## src/rtl/sync_debounce_pkg.sv

```systemverilog
// Shared constants, counter-width helper and per-channel status bundle for the
// multi-channel synchroniser/debouncer. Optional macro: MCSD_HOLD_DETECT_EN.
package sync_debounce_pkg;

  localparam int DEF_CHANNELS        = 4;
  localparam int DEF_SYNC_STAGES     = 2;
  localparam int DEF_DEBOUNCE_CYCLES = 3;
  localparam int DEF_HOLD_CYCLES     = 1000;

  // Bits needed to hold the values 0..max_count inclusive.
  function automatic int cnt_width(input int max_count);
    return (max_count < 1) ? 1 : $clog2(max_count + 1);
  endfunction

  typedef struct packed {
    logic level;
    logic rise;
    logic fall;
`ifdef MCSD_HOLD_DETECT_EN
    logic hold;
`endif
  } chan_status_t;

endpackage

```

## src/rtl/debounce_channel.sv

```systemverilog
// One channel: synchroniser chain, debounce counter, registered edge pulses and,
// with MCSD_HOLD_DETECT_EN defined, a long-press hold counter.
module debounce_channel
  import sync_debounce_pkg::*;
#(
  parameter int   SYNC_STAGES     = DEF_SYNC_STAGES,
  parameter int   DEBOUNCE_CYCLES = DEF_DEBOUNCE_CYCLES,
  parameter logic RESET_LEVEL     = 1'b0
`ifdef MCSD_HOLD_DETECT_EN
  ,
  parameter int   HOLD_CYCLES     = DEF_HOLD_CYCLES
`endif
) (
  input  logic         control_clock,
  input  logic         control_reset_n,
  input  logic         sample_tick,
  input  logic         raw_in,
  output chan_status_t status
);

  localparam int               CNT_W    = cnt_width(DEBOUNCE_CYCLES);
  localparam logic [CNT_W-1:0] CNT_LAST = CNT_W'(DEBOUNCE_CYCLES - 1);

  logic [SYNC_STAGES-1:0] sync_q, sync_d;
  logic [CNT_W-1:0]       cnt_q, cnt_d;
  chan_status_t           status_q, status_d;
  logic                   synced;

`ifdef MCSD_HOLD_DETECT_EN
  localparam int                HOLD_W   = cnt_width(HOLD_CYCLES);
  localparam logic [HOLD_W-1:0] HOLD_MAX = HOLD_W'(HOLD_CYCLES);

  logic [HOLD_W-1:0] hold_cnt_q, hold_cnt_d;
`endif

  always_comb begin
    sync_d   = {sync_q[SYNC_STAGES-2:0], raw_in};
    synced   = sync_q[SYNC_STAGES-1];
    cnt_d    = cnt_q;
    status_d = status_q;

    // Any sample agreeing with the current level restarts qualification.
    if (synced == status_q.level) begin
      cnt_d = '0;
    end else if (sample_tick) begin
      if (cnt_q == CNT_LAST) begin
        status_d.level = synced;
        cnt_d          = '0;
      end else begin
        cnt_d = cnt_q + CNT_W'(1);
      end
    end

    status_d.rise = status_d.level & ~status_q.level;
    status_d.fall = ~status_d.level & status_q.level;

`ifdef MCSD_HOLD_DETECT_EN
    // Counting starts the tick after the rise; a fall clears alongside its pulse.
    hold_cnt_d = hold_cnt_q;
    if (!status_d.level) begin
      hold_cnt_d = '0;
    end else if (status_q.level && sample_tick && (hold_cnt_q != HOLD_MAX)) begin
      hold_cnt_d = hold_cnt_q + HOLD_W'(1);
    end
    status_d.hold = (hold_cnt_d == HOLD_MAX);
`endif
  end

  always_ff @(posedge control_clock or negedge control_reset_n) begin
    if (!control_reset_n) begin
      sync_q         <= {SYNC_STAGES{RESET_LEVEL}};
      cnt_q          <= '0;
      status_q       <= '0;
      status_q.level <= RESET_LEVEL;
`ifdef MCSD_HOLD_DETECT_EN
      hold_cnt_q     <= '0;
`endif
    end else begin
      sync_q         <= sync_d;
      cnt_q          <= cnt_d;
      status_q       <= status_d;
`ifdef MCSD_HOLD_DETECT_EN
      hold_cnt_q     <= hold_cnt_d;
`endif
    end
  end

  assign status = status_q;

endmodule

```

## src/rtl/multi_channel_sync_debounce.sv

```systemverilog
// N-channel synchroniser + debouncer with registered rise/fall pulses.
// Optional macro MCSD_HOLD_DETECT_EN adds the HOLD_CYCLES parameter and hold_data port.
module multi_channel_sync_debounce
  import sync_debounce_pkg::*;
#(
  parameter int                  CHANNELS        = DEF_CHANNELS,
  parameter int                  SYNC_STAGES     = DEF_SYNC_STAGES,
  parameter int                  DEBOUNCE_CYCLES = DEF_DEBOUNCE_CYCLES,
  parameter logic [CHANNELS-1:0] RESET_VALUE     = '0
`ifdef MCSD_HOLD_DETECT_EN
  ,
  parameter int                  HOLD_CYCLES     = DEF_HOLD_CYCLES
`endif
) (
  input  logic                control_clock,
  input  logic                control_reset_n,
  input  logic                sample_tick,
  input  logic [CHANNELS-1:0] input_data,
  output logic [CHANNELS-1:0] output_data,
  output logic [CHANNELS-1:0] rise_pulse,
  output logic [CHANNELS-1:0] fall_pulse
`ifdef MCSD_HOLD_DETECT_EN
  ,
  output logic [CHANNELS-1:0] hold_data
`endif
);

  chan_status_t status [CHANNELS];

  for (genvar i = 0; i < CHANNELS; i++) begin : g_chan
    debounce_channel #(
      .SYNC_STAGES     (SYNC_STAGES),
      .DEBOUNCE_CYCLES (DEBOUNCE_CYCLES),
      .RESET_LEVEL     (RESET_VALUE[i])
`ifdef MCSD_HOLD_DETECT_EN
      ,
      .HOLD_CYCLES     (HOLD_CYCLES)
`endif
    ) u_chan (
      .control_clock   (control_clock),
      .control_reset_n (control_reset_n),
      .sample_tick     (sample_tick),
      .raw_in          (input_data[i]),
      .status          (status[i])
    );

    assign output_data[i] = status[i].level;
    assign rise_pulse[i]  = status[i].rise;
    assign fall_pulse[i]  = status[i].fall;
`ifdef MCSD_HOLD_DETECT_EN
    assign hold_data[i]   = status[i].hold;
`endif
  end

endmodule

```

## config.mk

```make
export PLATFORM = sky130hd
export DESIGN_NAME = multi_channel_sync_debounce
export DESIGN_NICKNAME = d
export VERILOG_FILES = /design/src/rtl/sync_debounce_pkg.sv /design/src/rtl/debounce_channel.sv /design/src/rtl/multi_channel_sync_debounce.sv
export SDC_FILE = /design/constraint.sdc
export NUM_CORES = 1
export LEC_CHECK = 0
export ABC_AREA = 1
export BUFFER_PORTS_ARGS = -buffer_cell sky130_fd_sc_hd__buf_2
export CAP_MARGIN = 20
export CORE_MARGIN = 4
export CORE_UTILIZATION = 45
export CTS_CLUSTER_SIZE = 10
export DETAILED_ROUTE_END_ITERATION = 6
export MAX_ROUTING_LAYER = met4
export PLACE_DENSITY = 0.7
export SLEW_MARGIN = 0
export SYNTH_ARGS = -nofsm -noshare
export SYNTH_HDL_FRONTEND = slang
export SYNTH_SLANG_ARGS = --single-unit
export TNS_END_PERCENT = 5
```

## constraint.sdc

```tcl
create_clock -name control_clock -period 2.26 [get_ports control_clock]
set_clock_uncertainty 0.2 [all_clocks]
set_input_delay 0 -clock control_clock [delete_from_list [all_inputs] [get_ports control_clock]]
set_output_delay 0 -clock control_clock [all_outputs]
set_load 0.02 [all_outputs]
```

# Word level (Yosys, flattened, before mapping)
# Index checks and enable logic that the tools add are counted.
[totals] reg_bits=28 input_bits=7 out_inout_bits=12 wordCells=76
[classes] addsub=4 n_eq_ne=8 muxes=24 bitwise_logic=16 n_reduce_logical=4
[op_table] cell="$mux W2" n=12
[op_table] cell="$mux W1" n=12
[op_table] cell="$add A2 B1 Y2 const B" n=4
[op_table] cell="$and A1 B1 Y1" n=8
[op_table] cell="$eq A2 B2 Y1 const B" n=4
[op_table] cell="$not A1 Y1" n=8
[op_table] cell="$reduce_bool A2 Y1" n=4
[op_table] cell="$eq A1 B1 Y1" n=4

# Longest topological paths before layout
[logic_depth] word_depth=6 ltp_mapped=6 mapped_depth_nobuf=5

# By module
# A second synthesis with hierarchy kept.
[hier_totals] cells_unflattened=117 hier_area_um2=1053.5
[by_module_without_submodules] mod="debounce_channel (g_chan[1].u_chan ...)" n_inst=3 cells_each=30 area_each_um2=265.3 seq_area_each_um2=175.2
[by_module_without_submodules] mod="debounce_channel (g_chan[0].u_chan)" n_inst=1 cells_each=27 area_each_um2=257.7 seq_area_each_um2=175.2

# Least setup slack after synthesis
# Ideal clock, no wire load.
[synth_timing] path_kind="register to register" startpoint="register g_chan[0].u_chan.status_q, in the netlist g_chan[0].u_chan.status[2]" endpoint="register g_chan[0].u_chan.cnt_q[1]" arrival_time_ns=0.730 setup_slack_ns=1.211 stages_incl_launch_ff=6 path_buffers=0 path_cell_list="dfrtp_1 -> inv_1 -> nand2_1 -> nand2_1 -> nand2_1 -> nor2_1"
[synth_between] elab_chain_len=2 word_cells_on_any_way=3
[synth_lines] item="from (decl)" line_no="debounce_channel.sv:26" rtl="chan_status_t status_q, status_d;"
[synth_lines] item="from (signal assigned)" line_no="debounce_channel.sv:81" rtl="status_q <= status_d;"
[synth_lines] item="$eq A1 B1 Y1 *" line_no="debounce_channel.sv:43" rtl="if (synced == status_q.level) begin"
[synth_lines] item="$mux W2 or $reduce_bool A2 Y1 (tied branches)"
[synth_lines] item="to (signal assigned)" line_no="debounce_channel.sv:80" rtl="cnt_q <= cnt_d;"
[synth_lines] item="to (decl)" line_no="debounce_channel.sv:25" rtl="logic [CNT_W-1:0] cnt_q, cnt_d;"
# Mark *: on every way between the ends. The rest lies on a longest branch, timed or not.
# A chain may end at the register's enable or synchronous reset.

==> run summary <==
DRT antenna net count: 0
Area post-placement: 0.00118 mm2
Vias in the first global route: 784
Die area: 0.00327 mm2
PortBufs: 18
Hold-fix buffers, CTS: 6
Synth top area cells: dfrtp_1, nand2_1, inv_1
Post-route design area: 0.00129 mm2
Setup TNS: 0 ns
H-tree Lvls: 1
Req. time, crit path: 2.30 ns
Netlist cell types: 10
Via count: 770
CTS Sinks: 28
Min cycle time layout: 1.20 ns
Max FO, Critical Path: 18
GPL Wtd Cong: 0.829
Root Buffer: clkbuf_4
CTS tree: built
Share of layout cells above drive strength 1: 16.9%
Initial Util: 48.2%
PwrDens: 1070 mW/mm2
Antenna violations before repair: 0
DR pass1 iterations: 3
Die Height: 57.2 um
Ports: 19
Worst-Margin Slew: 0.605 ns
Total power: 1.39 mW
Total CTS buffers: 3
Layout Nets: 150
Hold_ws: -0.00190 ns
WL/cell: 9.65 um
Max clock buf depth: 2
Area of the core: 0.00225 mm2
Final Cycle Share: 53.3%
Hold WC Path Type: in2async
Crit. End Element: flip-flop
Post-CTS Setup Bufs: 0
Static Leakage: 0.720 nW
RSZ-0062 raised after global routing: false
Dpl ws: 1.21 ns
Yosys top cell by area: dfrtp_1
Overall fraction of global-route tracks in use: 12.1%
Post-synthesis sequential area ratio: 64.4%
Setup Viol. Count Final: 0
Mapped Cells: 116
Max Cap Violations: 0
Post-synthesis average cell area: 9.37 um2
Dpl hpwl: 1.17 mm
Worst-Skew Late Latency: 0.32 ns
Status: finished with violations
Synth warn: 0
Type of origin of the critical path: input pin
Final Hold Viols: 8
Post-synth net total: 123
Slew HR: 59.7%
# rows: 17
Yosys top cell area share: 64.4%
Average vias per placed instance: 4.53
Critical Path AT: 1.24 ns
Max IR drop VDD: 0.000572 V
Largest net degree at the start of global routing: 29
# diodes: 0
Max-slew violation count: 0
Clock-pin slew on the worst setup and hold paths: 0.15 ns
Critical setup path kind: in2reg
Die W: 57.2 um
Failing checks: hold timing
DR DRC count: 0
Routed WL: 1.64 mm
DR iter-0 viols: 5
Synthesized area: 0.00109 mm2
Final setup margin: 1.06 ns
Post-CTS sizing: 0
Seq cells post-synth: 28
First-pass GRT wire length: 3.06 mm
GRT overflow: 0
Area grow syn2layout: 19.0%
Fmax achieved: 831 MHz
[routing by layer]
layer  track usage [%]  part of all wire (%)
met5                 -                     0
met1              13.6                    45
met2              20.9                    51
met4              5.96                  0.67
met3              2.04                   3.9
[worst paths after layout]
kind | start | endpoint | slack [ns] | cells past startpoint
worst max-delay path | sample_tick | g_chan[2].u_chan.status[2] | 1.06 | 7
worst min-delay path | control_reset_n | g_chan[1].u_chan.cnt_q[0] | -0.002 | 2
worst max register to register | g_chan[2].u_chan.cnt_q[1] | g_chan[2].u_chan.status[2] | 1.20 | 5
worst min register to register | g_chan[3].u_chan.sync_q[0] | g_chan[3].u_chan.sync_q[1] | 0.17 | 0
max in group asynchronous | control_reset_n | g_chan[0].u_chan.cnt_q[0] | 1.47 | 2
min in group control_clock | input_data[2] | g_chan[2].u_chan.sync_q[0] | 0.11 | 2
[critical path: stages]
cell and delay, ns:
dlygate4sd3_1 0.51, buf_2 0.29, nand2_1 0.13, nor2_2 0.12, nand2_1 0.07, nand2_1 0.07
inv_1 0.04
[flip-flops by register name, summed over array words and instances (netlist names)]
| register | count |
|---|---|
| g_chan.u_chan.cnt_q | 8 |
| g_chan.u_chan.sync_q | 8 |
| g_chan.u_chan.status | 12 |
[cell type report]
cell class              count  area, um2
fillers                   215        961
flip-flops and latches     28        701
multi-input cells          66        280
repair buffers             24        150
inverters                  20       75.1
well taps                  28       35.0
clock inverters             1       30.0
clock buffers               3       22.5
[logic make-up (layout without fill, tap and decap cells)]
kind of cell	after synthesis	after routing	share of synthesized area (%)
AND/OR/NAND/NOR	58	58	21.4
flip-flops	28	28	64.4
buffers and inverters	22	48	9.78
AO/OA/AOI/OAI	6	6	2.76
XOR/XNOR	2	2	1.61
[cells in the final DEF, fill, tap and decap left out, drive strengths merged]
cell type     n
nand2        32
dlygate4sd3   6
a21oi         6
nor2         18
bufinv        1
xnor2         2
inv          20
nand3         8
dfrtp        28
clkbuf        3
buf          18
[stage by stage]
step	cells	hold slack, ns	utilization [%]
6_report	170	-0.00190	57.4
3_5_place_dp	160	-0.152	52.4
2_1_floorplan	116	-0.496	-
4_1_cts	170	0.00999	57.4
5_1_grt	170	0.0447	57.4
3_3_place_gp	160	-0.165	52.4
[Yosys cell counts]
| cell type | n |
|---|---|
| xnor2_1 | 2 |
| nor2_1 | 16 |
| nand2_1 | 32 |
| inv_1 | 20 |
| dfrtp_1 | 28 |
| buf_6 | 1 |
| a21oi_1 | 6 |
| nand3_1 | 8 |
| nor2_2 | 2 |
| buf_12 | 1 |
[report_power, final]
group          total (mW)  internal [mW]  switching (mW)
combinational       0.375          0.141           0.234
sequential          0.693          0.603          0.0891
clock               0.321          0.179           0.142
(Power assumes the default switching activity.)
